--- src/rtl/ws2812b_pkg.sv ---
// Shared timing defaults (64 MHz clock) and decoder state encoding for the
// WS2812B receiver front end.
package ws2812b_pkg;

   localparam int unsigned DEF_THRESH_CYCLES   = 38;
   localparam int unsigned DEF_MIN_HIGH_CYCLES = 6;
   localparam int unsigned DEF_MAX_HIGH_CYCLES = 128;
   localparam int unsigned DEF_RESET_CYCLES    = 3200;
   localparam int unsigned DEF_CNT_W           = 12;

   typedef enum logic [1:0] {
      ST_LOW      = 2'd0,
      ST_HIGH     = 2'd1,
      ST_HIGH_ERR = 2'd2
   } dec_state_e;

endpackage : ws2812b_pkg

--- src/rtl/ws2812b_din_sync.sv ---
// Two-flop synchroniser for the asynchronous DIN pin, plus a one-cycle delayed
// copy used to detect rising and falling edges of the synchronised level.
module ws2812b_din_sync (
   input  logic clk_i,
   input  logic rst_i,
   input  logic din_i,
   output logic din_s_o,
   output logic rise_o,
   output logic fall_o
);

   logic meta_q;
   logic sync_q;
   logic dly_q;

   always_ff @(posedge clk_i) begin
      if (rst_i) begin
         meta_q <= 1'b0;
         sync_q <= 1'b0;
         dly_q  <= 1'b0;
      end else begin
         meta_q <= din_i;
         sync_q <= meta_q;
         dly_q  <= sync_q;
      end
   end

   assign din_s_o = sync_q;
   assign rise_o  = ~dly_q &  sync_q;
   assign fall_o  =  dly_q & ~sync_q;

endmodule : ws2812b_din_sync

--- src/rtl/ws2812b_bit_decoder.sv ---
// Measures each synchronised DIN high pulse and turns it into a bit strobe,
// an error strobe (glitch / stuck-high), or a latch strobe after a long low gap.
module ws2812b_bit_decoder
   import ws2812b_pkg::*;
#(
   parameter int unsigned THRESH_CYCLES   = DEF_THRESH_CYCLES,
   parameter int unsigned MIN_HIGH_CYCLES = DEF_MIN_HIGH_CYCLES,
   parameter int unsigned MAX_HIGH_CYCLES = DEF_MAX_HIGH_CYCLES,
   parameter int unsigned RESET_CYCLES    = DEF_RESET_CYCLES,
   parameter int unsigned CNT_W           = DEF_CNT_W
) (
   input  logic clk,
   input  logic reset,
   input  logic din,
   output logic bit_valid,
   output logic bit_value,
   output logic latch_valid,
   output logic err
);

   localparam logic [CNT_W-1:0] THRESH_C = CNT_W'(THRESH_CYCLES);
   localparam logic [CNT_W-1:0] MIN_C    = CNT_W'(MIN_HIGH_CYCLES);
   localparam logic [CNT_W-1:0] MAX_C    = CNT_W'(MAX_HIGH_CYCLES);
   localparam logic [CNT_W-1:0] RESET_C  = CNT_W'(RESET_CYCLES);
   localparam logic [CNT_W-1:0] ONE_C    = CNT_W'(1);

   logic din_s;
   logic rise;
   logic fall;

   dec_state_e       state_q;
   logic [CNT_W-1:0] high_cnt_q, high_cnt_d;
   logic [CNT_W-1:0] low_cnt_q,  low_cnt_d;
   logic             frame_active_q;
   logic             bit_valid_q;
   logic             bit_value_q;
   logic             latch_valid_q;
   logic             err_q;

   ws2812b_din_sync u_din_sync (
      .clk_i   (clk),
      .rst_i   (reset),
      .din_i   (din),
      .din_s_o (din_s),
      .rise_o  (rise),
      .fall_o  (fall)
   );

   always_comb begin
      high_cnt_d = high_cnt_q + ONE_C;
      low_cnt_d  = low_cnt_q + ONE_C;
   end

   always_ff @(posedge clk) begin
      if (reset) begin
         state_q        <= ST_LOW;
         high_cnt_q     <= '0;
         low_cnt_q      <= '0;
         frame_active_q <= 1'b0;
         bit_valid_q    <= 1'b0;
         bit_value_q    <= 1'b0;
         latch_valid_q  <= 1'b0;
         err_q          <= 1'b0;
      end else begin
         bit_valid_q   <= 1'b0;
         bit_value_q   <= 1'b0;
         latch_valid_q <= 1'b0;
         err_q         <= 1'b0;
         case (state_q)
            ST_LOW: begin
               // A rise always takes priority, so a gap cut short on its last cycle never latches.
               if (rise) begin
                  high_cnt_q <= ONE_C;
                  low_cnt_q  <= '0;
                  state_q    <= ST_HIGH;
               end else if (!din_s && (low_cnt_q != RESET_C)) begin
                  low_cnt_q <= low_cnt_d;
                  if ((low_cnt_d == RESET_C) && frame_active_q) begin
                     latch_valid_q  <= 1'b1;
                     frame_active_q <= 1'b0;
                  end
               end
            end
            ST_HIGH: begin
               if (fall) begin
                  low_cnt_q <= ONE_C;
                  state_q   <= ST_LOW;
                  if (high_cnt_q < MIN_C) begin
                     err_q <= 1'b1;
                  end else begin
                     bit_valid_q    <= 1'b1;
                     bit_value_q    <= (high_cnt_q >= THRESH_C);
                     frame_active_q <= 1'b1;
                  end
               end else if (din_s) begin
                  high_cnt_q <= high_cnt_d;
                  if (high_cnt_d == MAX_C) begin
                     err_q   <= 1'b1;
                     state_q <= ST_HIGH_ERR;
                  end
               end
            end
            ST_HIGH_ERR: begin
               if (fall) begin
                  low_cnt_q <= ONE_C;
                  state_q   <= ST_LOW;
               end
            end
            default: state_q <= ST_LOW;
         endcase
      end
   end

   assign bit_valid   = bit_valid_q;
   assign bit_value   = bit_value_q;
   assign latch_valid = latch_valid_q;
   assign err         = err_q;

endmodule : ws2812b_bit_decoder

--- config.mk ---
export PLATFORM = sky130hd
export DESIGN_NAME = ws2812b_bit_decoder
export DESIGN_NICKNAME = d
export VERILOG_FILES = /design/src/rtl/ws2812b_pkg.sv /design/src/rtl/ws2812b_din_sync.sv /design/src/rtl/ws2812b_bit_decoder.sv
export SDC_FILE = /design/constraint.sdc
export NUM_CORES = 1
export LEC_CHECK = 0
export ABC_AREA = 1
export CORE_UTILIZATION = 40
export DETAILED_ROUTE_END_ITERATION = 10
export PLACE_DENSITY_LB_ADDON = 0.25
export SKIP_LAST_GASP = 1
export SYNTH_ARGS = -nofsm -noshare
export SYNTH_HDL_FRONTEND = slang
export SYNTH_SLANG_ARGS = --single-unit
export TNS_END_PERCENT = 20
--- constraint.sdc ---
create_clock -name clk -period 2.15 [get_ports clk]
set_clock_uncertainty 0.15 [all_clocks]
set_input_delay 0.43 -clock clk [delete_from_list [all_inputs] [get_ports clk]]
set_output_delay 0.43 -clock clk [all_outputs]
set_load 0.05 [all_outputs]
==> results of run 1 <==
-- report_power, final --
group	total [mW]	internal, mW	switching, mW
clock network	0.739	0.495	0.244
registers	0.809	0.721	0.0878
logic	0.753	0.263	0.490
-- logic make-up (layout without fill, tap and decap cells) --
group	after synthesis	count (layout)
compound gates	53	53
xor+xnor	1	1
fa+ha+maj	7	7
buf+inv	44	55
flops	34	34
simple gates	198	198
-- sequential cells by signal, summed over array words and instances (netlist names) --
| signal | flops |
|---|---|
| state_q | 2 |
| bit_value | 1 |
| u_din_sync.meta_q | 1 |
| u_din_sync.dly_q | 1 |
| bit_valid | 1 |
| low_cnt_q | 12 |
| frame_active_q | 1 |
| u_din_sync.din_s_o | 1 |
| latch_valid | 1 |
| err | 1 |
| high_cnt_q | 12 |
-- layout by cell type (no fill, tap or decap), drive strengths merged --
cell	count
o211ai	1
clkbuf	6
a211oi	2
nand3b	5
xor2	1
inv	38
clkdlybuf4s50	6
o21bai	2
bufinv	2
nor2	48
ha	7
o21ai	17
a221oi	1
dfxtp	34
nor3b	2
a21oi	29
o22ai	1
buf	3
nand2	109
and3	1
nand3	28
nand4	4
nor3	1
-- synth_stat cells (4+ instances only) --
cell        n
dfxtp_1    34
nand2_1   105
nor2_1     36
inv_1      35
o21ai_0    16
clkbuf_1    4
nand3_1    26
nand3b_1    5
a21oi_1    28
nor2_2      9
ha_1        7
nand4_1     4
-- through the flow --
step	std cells	util [%]	total power, mW
3_3_place_gp	410	44.45	1.570
5_1_grt	418	47.22	2.468
4_1_cts	418	47.22	2.317
6_report	418	47.22	2.301
2_1_floorplan	337	-	1.418
3_5_place_dp	410	44.45	1.567
-- area by class of cell --
cell class / count / area share [%]
Multi-Input combinational cell: 259 / 53.20
Sequential cell: 34 / 28.04
Inverter: 38 / 5.876
Tap cell: 70 / 3.608
Clock buffer: 6 / 3.402
Timing Repair Buffer: 9 / 3.402
Clock inverter: 2 / 2.474
-- worst max path at each step --
| stage | to | slack [ps] | cells past startpoint |
|---|---|---|---|
| after floorplan | low_cnt_q[2] | 540 | 10 |
| after global placement | low_cnt_q[10] | 280 | 7 |
| after detailed placement | low_cnt_q[10] | 260 | 7 |
| after CTS | bit_valid | 170 | 1 |
| after global routing | state_q[0] | 40 | 13 |
| final | latch_valid | 180 | 1 |
-- layer usage --
layer,global-route usage [%],vias up
li1,-,1107
met1,24.90,946
met2,31.93,30
met3,4.016,2
met4,4.321,0
met5,0,-
-- worst min-delay path, cell delays in order (launching register included) --
cell and delay (ps):
dfxtp_1 300, inv_1 60, nor2_1 40
==> flow_metrics.tcl, run 1 <==
set metrics [dict create \
    placed_area_sq_um 2285 \
    timing.rr.start "state_q[0]" \
    globalRouteOverflowTotal 0 \
    synth_top_area_share_pct 31.72 \
    chipWidth_um 75.24 \
    drv.max_cap_violation_count 0 \
    hold_path_depth 2 \
    avgRoutedWirePerCell_um 11.67 \
    detailed_place_hpwl_um 3622 \
    final_nets 357 \
    r2r_setup_slack_ps 250 \
    critical_path_arrival_ps 1390 \
    p_leak_nw 0.9743 \
    post_cts_hold_fix_bufs 0 \
    post_synth_inst_count 337 \
    pin_count_of_the_biggest_net_entering_global_routing 20 \
    rows 26 \
    cp-start-kind "flop" \
    clock_tree_from_tritoncts "yes" \
    core_area_sq_um 5140 \
    worst-slew-pin-transition_ps 545.3 \
    pwr_density_cell_nw_per_um2 948.1 \
    clk_pin_slew_ps 80 \
    routed_wl_um 4878 \
    hold-worst-slack_ps 276.5 \
    crit_start "latch_valid" \
    cts_max_path_buffers 2 \
    synth-simple-area-share_pct 41.40 \
    io_buffer_count 6 \
    worst_path_largest_cell_delay_ps 790 \
    initial_core_util_pct 41.75 \
    insertedDiodeCount 0 \
    post_cts_resized 0 \
    slowest_cell_on_crit_path "clkdlybuf4s50_1" \
    layout-area-overhead-vs-synth_pct 13.12 \
    maxClockFrequency_mhz 508.3 \
    timing.critical_path.fanout_max 1 \
    maxSlewViolCount 0 \
    n_fill_cell 570 \
    boundaryPins 7 \
    dpl_worst_slack_ps 261.5 \
    min-delay-start "u_din_sync.meta_q" \
    report.final.hold_viol_count 0 \
    critical_path_buf_inv_count 1 \
    yosysTopAreaCell "dfxtp_1" \
    cpLargestDelayFamily "buffers and inverters" \
    synth_async_sr_flop_share_pct 0 \
    yosys_warnings 0 \
    cts_num_sinks 34 \
    grt_pass1_wl_um 8162 \
    yosys-mux-area-fraction_pct 0 \
    cts_made_buffers 5 \
    end_kind "output pin" \
    final_layout_size_suffix_gt1_share_pct 10.06 \
    dominantRegCellSynth "dfxtp_1" \
    place.gp.congestion 0.8424 \
    vias_in_the_first_global_route 1831 \
    synth.net_count 347 \
    min-delay-path-class "reg2reg" \
    die-area_sq_um 5661 \
    via_count 2085 \
    slew_headroom_pct 63.61 \
    worst-endpoint-required_ps 1570 \
    globalRouteTotalUtil_pct 18.95 \
    fin_area_sq_um 2427 \
    finalSetupTns_ps 0 \
    cell_by_cell_listing_of_the_critical_path "clkdlybuf4s50_1" \
    rr_endpoint "low_cnt_q[10]" \
    dr.max_layer_used "met4" \
    max-vdd-ir-drop_uv 410.8 \
    detail_route.drc_violations 0 \
    ctsRootBufferMaster "clkbuf_8" \
    synth_top_family_by_area "simple AND/OR/NAND/NOR gates" \
    post_synth_instance_area_sq_um 2146 \
    drt-met1-wl_um 2429 \
    h-tree-depth 2 \
    antenna_found_initial 0 \
    final-setup-viol-count 0 \
    multi_input_gate_area_sq_um 1291 \
    die-height_um 75.24 \
    synth_top_cells_by_area "dfxtp_1, nand2_1, a21oi_1" \
    postCtsSetupBuffers 0 \
    post_synth.cell_area_avg_sq_um 6.367 \
    synth-xor-area-share_pct 0.4082 \
    area.sequential_sq_um 680.7 \
    post-route-worst-setup-slack_ps 182.5 \
    ant_nets 0 \
    yosys.area_share.adder_pct 4.082 \
    criticalPathCategory "reg2out" \
    post_drt_via_cell_ratio 4.988 \
    dr.pass1.iters 4 \
    dr.first_iter.drc_count 128 \
    routed-wl-met2_um 2254 \
    wl_met3_um 166 \
    flop_and_latch_count_out_of_synthesis 34 \
    grt_setup_unrepaired "false" \
    period_needed_ps 1967 \
    insertion_delay_ps 280 \
    synth-compound-area-share_pct 14.29 \
    number_of_enable_type_register_cells_in_the_synthesized_netlist 0 \
    timing.final.crit_share_pct 91.51 \
    worst_hold_path.endpoint "u_din_sync.din_s_o" \
    synth-seq-area-share_pct 31.72 \
    run_status "complete, no violations" \
    reg2reg_depth 7 \
    synth_cell_type_count 30 \
]
No activity file was read; power rests on OpenSTA's default activity.
==> run 2: changes to the inputs <==
--- a/config.mk
+++ b/config.mk
@@ -8,6 +8,7 @@
 export ABC_AREA = 1
 export CORE_UTILIZATION = 40
 export DETAILED_ROUTE_END_ITERATION = 10
+export HOLD_SLACK_MARGIN = 0.02
 export PLACE_DENSITY_LB_ADDON = 0.25
 export SKIP_LAST_GASP = 1
 export SYNTH_ARGS = -nofsm -noshare
==> results of run 2 <==
No change in the layout: final DEF, timing and power equal those of run 1.
